## src/rtl/tdc_pkg.sv

```systemverilog
// Shared types and default widths for the TDC measurement sequencer.
`timescale 1ns/1ps
package tdc_pkg;

   localparam int COARSE_W_DEF    = 16;
   localparam int FINE_W_DEF      = 8;
   localparam int TIMEOUT_CYC_DEF = 4000;
   localparam int FINE_WAIT_DEF   = 4;

   typedef enum logic [2:0] {
      ST_IDLE,
      ST_WAIT_START,
      ST_MEASURE,
      ST_WAIT_FINE,
      ST_OUTPUT
   } tdc_state_t;

   typedef struct packed {
      logic [COARSE_W_DEF-1:0] coarse;
      logic [FINE_W_DEF-1:0]   fine_start;
      logic [FINE_W_DEF-1:0]   fine_stop;
      logic                    timeout;
      logic                    fine_err;
      logic                    last;
   } tdc_res_t;

endpackage

```

## src/rtl/tdc_fine_capture.sv

```systemverilog
// Two-channel first-valid latch for the start/stop fine delay-line codes.
`timescale 1ns/1ps
module tdc_fine_capture
   import tdc_pkg::*;
#(
   parameter int FINE_W = FINE_W_DEF
) (
   input  logic              i_clk,
   input  logic              i_rst_n,
   input  logic              i_clr,
   input  logic              i_en,
   input  logic              i_start_valid,
   input  logic [FINE_W-1:0] i_start_code,
   input  logic              i_stop_valid,
   input  logic [FINE_W-1:0] i_stop_code,
   output logic              o_start_cap,
   output logic [FINE_W-1:0] o_start_code,
   output logic              o_stop_cap,
   output logic [FINE_W-1:0] o_stop_code
);

   logic              r_start_cap;
   logic [FINE_W-1:0] r_start_code;
   logic              r_stop_cap;
   logic [FINE_W-1:0] r_stop_code;

   // Once a channel's flag is set, later valids leave its code untouched.
   always_ff @(posedge i_clk or negedge i_rst_n) begin
      if (!i_rst_n) begin
         r_start_cap  <= 1'b0;
         r_start_code <= '0;
         r_stop_cap   <= 1'b0;
         r_stop_code  <= '0;
      end else if (i_clr) begin
         r_start_cap <= 1'b0;
         r_stop_cap  <= 1'b0;
      end else if (i_en) begin
         if (i_start_valid && !r_start_cap) begin
            r_start_cap  <= 1'b1;
            r_start_code <= i_start_code;
         end
         if (i_stop_valid && !r_stop_cap) begin
            r_stop_cap  <= 1'b1;
            r_stop_code <= i_stop_code;
         end
      end
   end

   assign o_start_cap  = r_start_cap;
   assign o_start_code = r_start_code;
   assign o_stop_cap   = r_stop_cap;
   assign o_stop_code  = r_stop_code;

endmodule

```

## src/rtl/tdc_meas_ctrl.sv

```systemverilog
// TDC measurement sequencer: burst arming, coarse counting, fine-code
// collection, timeout/abort handling and a registered valid/ready result.
`timescale 1ns/1ps
module tdc_meas_ctrl
   import tdc_pkg::*;
#(
   parameter int COARSE_W    = COARSE_W_DEF,
   parameter int FINE_W      = FINE_W_DEF,
   parameter int TIMEOUT_CYC = TIMEOUT_CYC_DEF,
   parameter int FINE_WAIT   = FINE_WAIT_DEF
) (
   input  logic                clk,
   input  logic                reset_n,
   input  logic                arm_valid,
   output logic                arm_ready,
   input  logic [7:0]          arm_count,
   input  logic                abort,
   input  logic                tdc_start,
   input  logic                tdc_stop,
   input  logic                fine_start_valid,
   input  logic [FINE_W-1:0]   fine_start_code,
   input  logic                fine_stop_valid,
   input  logic [FINE_W-1:0]   fine_stop_code,
   output logic                fe_enable,
   output logic                res_valid,
   input  logic                res_ready,
   output logic [COARSE_W-1:0] res_coarse,
   output logic [FINE_W-1:0]   res_fine_start,
   output logic [FINE_W-1:0]   res_fine_stop,
   output logic                res_timeout,
   output logic                res_fine_err,
   output logic                res_last,
   output logic                busy
);

   localparam int TMO_W = $clog2(TIMEOUT_CYC + 1);
   localparam int FW_W  = $clog2(FINE_WAIT + 1);

   tdc_state_t          r_state;
   tdc_state_t          w_next;
   logic [COARSE_W-1:0] r_coarse;
   logic [TMO_W-1:0]    r_tmo;
   logic [FW_W-1:0]     r_fwait;
   logic [7:0]          r_remaining;
   logic [COARSE_W-1:0] r_res_coarse;
   logic [FINE_W-1:0]   r_res_fs;
   logic [FINE_W-1:0]   r_res_ft;
   logic                r_res_tmo;
   logic                r_res_err;
   logic                r_res_last;

   logic                w_cap_start;
   logic                w_cap_stop;
   logic [FINE_W-1:0]   w_code_start;
   logic [FINE_W-1:0]   w_code_stop;
   logic                w_tmo_hit;
   logic                w_fine_done;
   logic                w_enter_ws;
   logic                w_enter_out;

   assign w_tmo_hit   = (r_tmo == TMO_W'(TIMEOUT_CYC));
   assign w_fine_done = (w_cap_start && w_cap_stop) ||
                        (r_fwait == FW_W'(FINE_WAIT - 1));
   assign w_enter_ws  = (w_next == ST_WAIT_START) && (r_state != ST_WAIT_START);
   assign w_enter_out = (w_next == ST_OUTPUT) && (r_state != ST_OUTPUT);

   tdc_fine_capture #(.FINE_W(FINE_W)) u_fine (
      .i_clk         (clk),
      .i_rst_n       (reset_n),
      .i_clr         ((r_state == ST_WAIT_START) && tdc_start),
      .i_en          ((r_state == ST_MEASURE) || (r_state == ST_WAIT_FINE)),
      .i_start_valid (fine_start_valid),
      .i_start_code  (fine_start_code),
      .i_stop_valid  (fine_stop_valid),
      .i_stop_code   (fine_stop_code),
      .o_start_cap   (w_cap_start),
      .o_start_code  (w_code_start),
      .o_stop_cap    (w_cap_stop),
      .o_stop_code   (w_code_stop)
   );

   always_ff @(posedge clk or negedge reset_n) begin
      if (!reset_n) r_state <= ST_IDLE;
      else          r_state <= w_next;
   end

   // Timeout beats start/stop in the same cycle; abort beats everything.
   always_comb begin
      w_next = r_state;
      case (r_state)
         ST_IDLE:       if (arm_valid) w_next = ST_WAIT_START;
         ST_WAIT_START: if (w_tmo_hit) w_next = ST_OUTPUT;
                        else if (tdc_start) w_next = ST_MEASURE;
         ST_MEASURE:    if (w_tmo_hit) w_next = ST_OUTPUT;
                        else if (tdc_stop) w_next = ST_WAIT_FINE;
         ST_WAIT_FINE:  if (w_fine_done) w_next = ST_OUTPUT;
         ST_OUTPUT:     if (res_ready) w_next = (r_remaining > 8'd1) ? ST_WAIT_START : ST_IDLE;
         default:       w_next = ST_IDLE;
      endcase
      if (abort) w_next = ST_IDLE;
   end

   // Coarse is held at 0 throughout WAIT_START so a timeout without a start reports 0.
   always_ff @(posedge clk or negedge reset_n) begin
      if (!reset_n) begin
         r_coarse    <= '0;
         r_tmo       <= '0;
         r_fwait     <= '0;
         r_remaining <= '0;
      end else begin
         if (r_state == ST_WAIT_START)
            r_coarse <= '0;
         else if ((r_state == ST_MEASURE) && (r_coarse != '1))
            r_coarse <= r_coarse + 1'b1;

         if (w_enter_ws)
            r_tmo <= '0;
         else if (((r_state == ST_WAIT_START) || (r_state == ST_MEASURE)) && !w_tmo_hit)
            r_tmo <= r_tmo + 1'b1;

         if (r_state != ST_WAIT_FINE) r_fwait <= '0;
         else                         r_fwait <= r_fwait + 1'b1;

         if ((r_state == ST_IDLE) && w_enter_ws)
            r_remaining <= (arm_count == 8'd0) ? 8'd1 : arm_count;
         else if ((r_state == ST_OUTPUT) && w_enter_ws)
            r_remaining <= r_remaining - 8'd1;
      end
   end

   always_ff @(posedge clk or negedge reset_n) begin
      if (!reset_n) begin
         r_res_coarse <= '0;
         r_res_fs     <= '0;
         r_res_ft     <= '0;
         r_res_tmo    <= 1'b0;
         r_res_err    <= 1'b0;
         r_res_last   <= 1'b0;
      end else begin
         if ((r_state == ST_MEASURE) && (w_next == ST_WAIT_FINE))
            r_res_coarse <= r_coarse;
         if (w_enter_out) begin
            r_res_last <= (r_remaining == 8'd1);
            if (r_state == ST_WAIT_FINE) begin
               r_res_fs  <= w_cap_start ? w_code_start : '0;
               r_res_ft  <= w_cap_stop  ? w_code_stop  : '0;
               r_res_tmo <= 1'b0;
               r_res_err <= !(w_cap_start && w_cap_stop);
            end else begin
               r_res_coarse <= r_coarse;
               r_res_fs     <= '0;
               r_res_ft     <= '0;
               r_res_tmo    <= 1'b1;
               r_res_err    <= 1'b0;
            end
         end
      end
   end

   assign arm_ready      = (r_state == ST_IDLE);
   assign fe_enable      = (r_state == ST_WAIT_START) || (r_state == ST_MEASURE) ||
                           (r_state == ST_WAIT_FINE);
   assign busy           = (r_state != ST_IDLE);
   assign res_valid      = (r_state == ST_OUTPUT);
   assign res_coarse     = r_res_coarse;
   assign res_fine_start = r_res_fs;
   assign res_fine_stop  = r_res_ft;
   assign res_timeout    = r_res_tmo;
   assign res_fine_err   = r_res_err;
   assign res_last       = r_res_last;

endmodule

```

## config.mk

```make
export PLATFORM = sky130hd
export DESIGN_NAME = tdc_meas_ctrl
export DESIGN_NICKNAME = d
export VERILOG_FILES = /design/src/rtl/tdc_pkg.sv /design/src/rtl/tdc_fine_capture.sv /design/src/rtl/tdc_meas_ctrl.sv
export SDC_FILE = /design/constraint.sdc
export NUM_CORES = 1
export LEC_CHECK = 0
export ABC_AREA = 1
export BUFFER_PORTS_ARGS = -buffer_cell sky130_fd_sc_hd__buf_2
export CAP_MARGIN = 20
export CORE_MARGIN = 3
export CORE_UTILIZATION = 30
export CTS_CLUSTER_DIAMETER = 80
export CTS_CLUSTER_SIZE = 24
export DETAILED_ROUTE_END_ITERATION = 7
export PLACE_DENSITY_LB_ADDON = 0.08
export REMOVE_ABC_BUFFERS = 1
export SYNTH_ARGS = -nofsm -noshare
export SYNTH_HDL_FRONTEND = slang
export SYNTH_SLANG_ARGS = --single-unit
```

## constraint.sdc

```tcl
create_clock -name clk -period 4.6 [get_ports clk]
set_clock_uncertainty 0.1 [all_clocks]
set_input_delay 0.46 -clock clk [delete_from_list [all_inputs] [get_ports clk]]
set_output_delay 0.46 -clock clk [all_outputs]
set_load 0.03 [all_outputs]
```

==> metrics.yaml, run 1 <==
final_antenna_net_count: 0
grt_pass1_wl_um: 18600
cts_repair_resize_count: 0
instance_count_of_the_mapped_netlist: 574
synth_top_area_share_pct: 50.8
yosys.cell_types.count: 41
fin_tns_setup_ps: 0
switching_share_pct: 28.7
post_route_cells_drive_above_1_share_pct: 17.9
worst-slew-pin-transition_ps: 855
clock_network_latency_to_the_later_pin_of_the_worst_skew_pair_ps: 340
drt-total-wl_um: 11300
start_util_pct: 30.7
type_of_the_most_critical_hold_path: "input pin to asynchronous set/reset pin"
cpPeakStageDelay_ps: 480
timing.final.setup_violations: 0
crit_type: "flip-flop to flip-flop"
cts_hold_repair.buffers: 0
finalHoldWorstSlack_ps: 130
synth_top_flop_cell: "sky130_fd_sc_hd__dfrtp_1"
post-route-drc-count: 0
achievable-frequency_ghz: 0.396
asyncSetResetFlopFracSynth_pct: 100
die_h_um: 131
comb_power_share_pct: 15.3
post-route-min-period_ps: 2520
viasPerCell: 4.48
max_cap_violations: 0
die_area_um2: 17100
timing.critical_path.cells: "nor2_2, nand2_1, inv_1, nand2_1, nor2_1, nand3_1, nor2_1, nand2_1, nand2_1, nor2_1"
yosysWarningCount: 0
boundaryPins: 72
die_w_um: 131
max-slew-margin-rel_pct: 43.0
pwr-share-seq_pct: 49.9
setup_ws_ps: 2080
worst-endpoint-arrival_ps: 2660
netlist_area_um2: 4680
critPathSlowestCell: "sky130_fd_sc_hd__dfrtp_1"
place.detailed.hpwl_um: 8030
crit_fanout: 14
total_switching_power_uw: 580
total_leakage_power_nw: 2.86
via_count: 3852
layout.nets: 686
setup.worst_path.end_class: "flip-flop"
port-buffer-count: 71
start_kind: "flip-flop"
numClockSinks: 95
first_pass_iters: 4
critical_path.most_common_cell: "sky130_fd_sc_hd__nand2_1"
netlist.top_cell.by_area: "sky130_fd_sc_hd__dfrtp_1"
grt_setup_unrepaired: "no"
antenna_found_initial: 0
timing.final.hold_violations: 0
internal_power_mw: 1.44
core.rowCount: 45
grt_overflow_total: 0
ys_seq_area_share_pct: 50.8
tritoncts_clock_tree: "done"
htree_num_levels: 3
gp_congestion: 0.816
antenna_cells_inserted: 0
report.final.slew_viol_count: 0
nFillCells: 1596
synthesis_to_finish_area_growth_pct: 17.8
grt_max_degree: 66
synth_area_leaders: "sky130_fd_sc_hd__dfrtp_1 (51%), sky130_fd_sc_hd__nand2_1 (15%), sky130_fd_sc_hd__nand3_1 (5.0%)"
final_min_period_over_clock_period_pct: 54.9
pre_cts_ws_ps: 2050
synth-edff-count: 0
core_um2: 15300
power.ir.vdd_worst_mv: 0.192
ctsLongestPathBuffers: 2
cts.reportedPaths.clkPinSlew_ps: 70
status: "complete, no violations"
ys_seq_elements: 95
routedWlPerCell_um: 13.1
numCtsBuffers: 9
drtIter0Drc: 186
clock-root-buffer: "sky130_fd_sc_hd__clkbuf_16"
globalRouteTotalUtil_pct: 13.9
pwr_density_cell_nw_per_um2: 366
cts_setup_buffers: 0
clkPwrFrac_pct: 34.8
postSynthAreaPerCell_um2: 8.16
cp.required_ps: 4740
grt_pass1_vias: 3644
power groups by stage:
stage               Combinational, mW  Sequential, mW  Clock, mW
floorplan                       0.226            1.00          0
global placement                0.310            1.02          0
detailed placement              0.314            1.02          0
CTS                             0.315            1.01      0.737
global route                    0.361            1.02      0.761
finish                          0.310            1.01      0.702
cell families after synthesis:
| group | Yosys count | share of synthesized area [%] |
|---|---|---|
| buffers and inverters | 79 | 6.95 |
| DFF | 95 | 50.8 |
| AOI/OAI and AO/OA | 65 | 8.31 |
| and+or+nand+nor | 320 | 30.6 |
| adders and majority gates | 7 | 1.87 |
| xor gates and xnor gates | 8 | 1.50 |
worst paths after layout:
path,slack [ps],depth (start not counted),start,endpoint
max,2080,10,r_state[2],r_coarse[10]
min reg2reg,340,1,r_fwait[0],r_fwait[0]
min in group clk,210,3,fine_stop_code[5],u_fine.o_stop_code[5]
max in group asynchronous,3340,2,reset_n,r_state[0]
max reg2reg,2080,10,r_state[2],r_coarse[10]
min,130,1,reset_n,res_fine_start[3]
cells in the final DEF, fill, tap and decap left out, types with 7 or more instances in the layout:
cell type and count:
sky130_fd_sc_hd__o21ai_0 17, sky130_fd_sc_hd__buf_2 70, sky130_fd_sc_hd__inv_1 59, sky130_fd_sc_hd__ha_1 7, sky130_fd_sc_hd__nor2_1 39, sky130_fd_sc_hd__clkbuf_16 9, sky130_fd_sc_hd__o211ai_1 8, sky130_fd_sc_hd__o21ai_1 18
sky130_fd_sc_hd__nand3_1 47, sky130_fd_sc_hd__dfrtp_1 95, sky130_fd_sc_hd__a21oi_1 12, sky130_fd_sc_hd__nor3_1 12, sky130_fd_sc_hd__nand2_1 191
state kept, by name (all words and copies together), names as in the netlist, 3 cells and up:
| name | flops |
|---|---|
| r_coarse | 16 |
| res_coarse | 16 |
| r_tmo | 12 |
| r_remaining | 8 |
| res_fine_start | 8 |
| res_fine_stop | 8 |
| u_fine.o_start_code | 8 |
| u_fine.o_stop_code | 8 |
| r_fwait | 3 |
| r_state | 3 |
worst max-delay path: cells and delay by family (launching register included):
family,cells,cell delay (ps)
simple gates,9,1680
flops,1,480
buf+inv,1,160
Yosys cell counts, types with 2 or more instances:
cell	instances
sky130_fd_sc_hd__o211ai_1	8
sky130_fd_sc_hd__nand4_1	5
sky130_fd_sc_hd__clkinv_1	3
sky130_fd_sc_hd__buf_4	2
sky130_fd_sc_hd__a21oi_1	12
sky130_fd_sc_hd__ha_1	7
sky130_fd_sc_hd__nand2_1	191
sky130_fd_sc_hd__xnor2_1	2
sky130_fd_sc_hd__or2_1	2
sky130_fd_sc_hd__inv_1	59
sky130_fd_sc_hd__nand3_4	3
sky130_fd_sc_hd__o21ai_0	17
sky130_fd_sc_hd__buf_2	5
sky130_fd_sc_hd__o31ai_1	3
sky130_fd_sc_hd__or2_2	5
sky130_fd_sc_hd__buf_6	2
sky130_fd_sc_hd__nand2_2	2
sky130_fd_sc_hd__xor2_1	6
sky130_fd_sc_hd__nor2_2	3
sky130_fd_sc_hd__nand3_1	47
sky130_fd_sc_hd__inv_2	6
sky130_fd_sc_hd__nor4_1	3
sky130_fd_sc_hd__nor3_1	12
sky130_fd_sc_hd__nor2_1	39
sky130_fd_sc_hd__dfrtp_1	95
sky130_fd_sc_hd__nand2_4	2
sky130_fd_sc_hd__nor2_4	2
sky130_fd_sc_hd__o21ai_1	18
final cells by class:
class                   count  area [um^2]  share of cell area, %
inverters                  68          255                   4.63
clock inverters             3         20.0                  0.363
repair buffers             72          365                   6.63
clock buffers              11          253                   4.58
flip-flops and latches     95         2380                   43.1
well taps                 211          264                   4.79
multi-input cells         400         1980                   35.9
stage by stage:
stage,cell area [um^2],std cells,total power [mW],util (%)
detailed placement,5240,846,1.34,34.4
floorplan,4610,563,1.23,-
global route,5510,860,2.15,36.1
global placement,5240,846,1.33,34.4
finish,5510,860,2.02,36.1
CTS,5510,860,2.06,36.1
routing by layer:
| metal | share of wire, % | up-vias | routed length (um) | track usage [%] |
|---|---|---|---|---|
| met5 | 0 | - | 0 | 0 |
| met1 | 50 | 1806 | 5680 | 19.5 |
| met2 | 45 | 57 | 5020 | 21.2 |
| met4 | 1.7 | 0 | 197 | 5.44 |
| met3 | 3.3 | 12 | 367 | 2.40 |
| li1 | - | 1977 | - | - |
Power figures use the tool's default switching activity.
==> run 2: changes to the inputs <==
==> constraint.sdc (replaced) <==
create_clock -name clk -period 2.4 [get_ports clk]
set_clock_uncertainty 0.1 [all_clocks]
set_input_delay 0.24 -clock clk [delete_from_list [all_inputs] [get_ports clk]]
set_output_delay 0.24 -clock clk [all_outputs]
set_load 0.03 [all_outputs]
==> run 2 against run 1 <==
Effect of this change: highest routed layer unchanged; clock power up 110%; largest cell class unchanged; die area unchanged; critical path type unchanged; largest power group unchanged; global-route usage up 0.13 points; via count increased by 1.6%; critical endpoint is now res_coarse[6].
==> metrics.yaml, run 2 (synthesis results as in run 1) <==
antenna_cells_inserted: 0
tritoncts_clock_tree: "done"
layout.nets: 714
drtIter0Drc: 250
port-buffer-count: 71
start_kind: "flip-flop"
boundaryPins: 72
numClockSinks: 95
grt_overflow_total: 0
antenna_found_initial: 0
gp_congestion: 0.770
post_route_cells_drive_above_1_share_pct: 19.3
status: "complete, no violations"
synthesis_to_finish_area_growth_pct: 24.4
final_min_period_over_clock_period_pct: 92.0
crit_type: "flip-flop to flip-flop"
via_count: 3914
grt_pass1_vias: 3885
globalRouteTotalUtil_pct: 14.0
routedWlPerCell_um: 12.9
total_power_draw_mw: 4.03
worst-slew-pin-transition_ps: 547
die_area_um2: 17100
grt_pass1_wl_um: 18900
grt_max_degree: 65
max-slew-margin-rel_pct: 63.4
setup.worst_path.end_class: "flip-flop"
report.final.slew_viol_count: 0
achievable-frequency_ghz: 0.453
htree_num_levels: 3
mostFrequentLayoutCell: "sky130_fd_sc_hd__nand2_1"
start_util_pct: 30.7
crit_fanout: 8
type_of_the_most_critical_hold_path: "input pin to flip-flop"
grt_setup_unrepaired: "no"
power.ir.vdd_worst_mv: 0.353
fin_tns_setup_ps: 0
worst-endpoint-arrival_ps: 2350
clock_network_latency_to_the_later_pin_of_the_worst_skew_pair_ps: 350
pwr_density_cell_nw_per_um2: 693
timing.final.hold_violations: 0
ctsLongestPathBuffers: 2
numCtsBuffers: 9
die_w_um: 131
core_um2: 15300
nFillCells: 1581
clock-root-buffer: "sky130_fd_sc_hd__clkbuf_16"
cts.reportedPaths.clkPinSlew_ps: 70
post-route-min-period_ps: 2210
total_leakage_power_nw: 2.99
max_cap_violations: 0
register_area_um2: 2380
place.detailed.hpwl_um: 8010
post-route-drc-count: 0
drt-total-wl_um: 11500
first_pass_iters: 4
final_antenna_net_count: 0
core.rowCount: 45
multi_input_comb_area_um2: 2000
reg2reg_slack_ps: 190
viasPerCell: 4.40
layout.cells.most_common_list: "sky130_fd_sc_hd__nand2_1 (191), sky130_fd_sc_hd__dfrtp_1 (95), sky130_fd_sc_hd__buf_2 (70)"
die_h_um: 131
timing.final.setup_violations: 0
cp.required_ps: 2540
==> run 2: changes by cell type in the layout (fill, tap and decap cells not counted), sizes merged <==
cell and change:
buf +11, nand3 +1, dlygate4sd3 +16, inv +3, clkbuf -2, bufinv +1
==> run 2: final timing paths <==
| check | cells past startpoint | start | end |
|---|---|---|---|
| max | 11 | r_fwait[0] | res_coarse[6] |
| min | 3 | fine_start_code[4] | u_fine.o_start_code[4] |
| max reg2reg | 11 | r_fwait[0] | res_coarse[6] |
| min reg2reg | 1 | r_fwait[0] | r_fwait[0] |
| max in group asynchronous | 3 | reset_n | res_fine_stop[1] |
| min in group asynchronous | 2 | reset_n | r_remaining[1] |
==> run 2: metal layers <==
layer / routed length, um / vias up / GRT usage [%]
li1: - / 2039 / -
met1: 5460 / 1805 / 18.5
met2: 5440 / 60 / 22.6
met3: 394 / 10 / 2.64
met4: 168 / 0 / 5.51
met5: 0 / - / 0
==> run 2: timing repair <==
item,in CTS,in global routing
endpoints found under the hold margin,46,0
setup endpoints to repair,0,16
buffers inserted,0,1
hold buffers,16,0
gates resized for setup,0,2
==> run 2: critical path, cell delays in order, from the launching register on <==
cell and delay, ps:
sky130_fd_sc_hd__dfrtp_1 380, sky130_fd_sc_hd__ha_1 200, sky130_fd_sc_hd__ha_1 170, sky130_fd_sc_hd__a21oi_1 200, sky130_fd_sc_hd__nand3_1 120, sky130_fd_sc_hd__inv_1 80, sky130_fd_sc_hd__a21oi_2 50, sky130_fd_sc_hd__nor2_2 250
sky130_fd_sc_hd__nand3_4 230, sky130_fd_sc_hd__buf_4 200, sky130_fd_sc_hd__nand3_1 50, sky130_fd_sc_hd__nand2_1 60
==> run 2: report_power, final <==
group	switching [mW]	total, mW	internal, mW
Clock	0.656	1.48	0.821
Combinational	0.375	0.629	0.254
Sequential	0.139	1.93	1.79
==> run 2: final cells by class <==
type	count	share of cell area (%)
flip-flops and latches	95	40.8
clock inverters	7	1.38
clock buffers	9	3.87
repair buffers	99	10.7
inverters	68	4.38
well taps	211	4.53
multi-input cells	401	34.4
==> run 2: metrics by stage <==
stage	setup slack [ps]	util (%)	area, um^2	hold slack (ps)	std cells
4_1_cts	102	38.0	5790	4.42	888
3_5_place_dp	122	34.9	5330	127	856
5_1_grt	12.6	38.2	5820	27.6	890
3_3_place_gp	196	34.9	5330	129	856
2_1_floorplan	411	-	4610	-156	563
6_report	192	38.2	5820	13.5	890
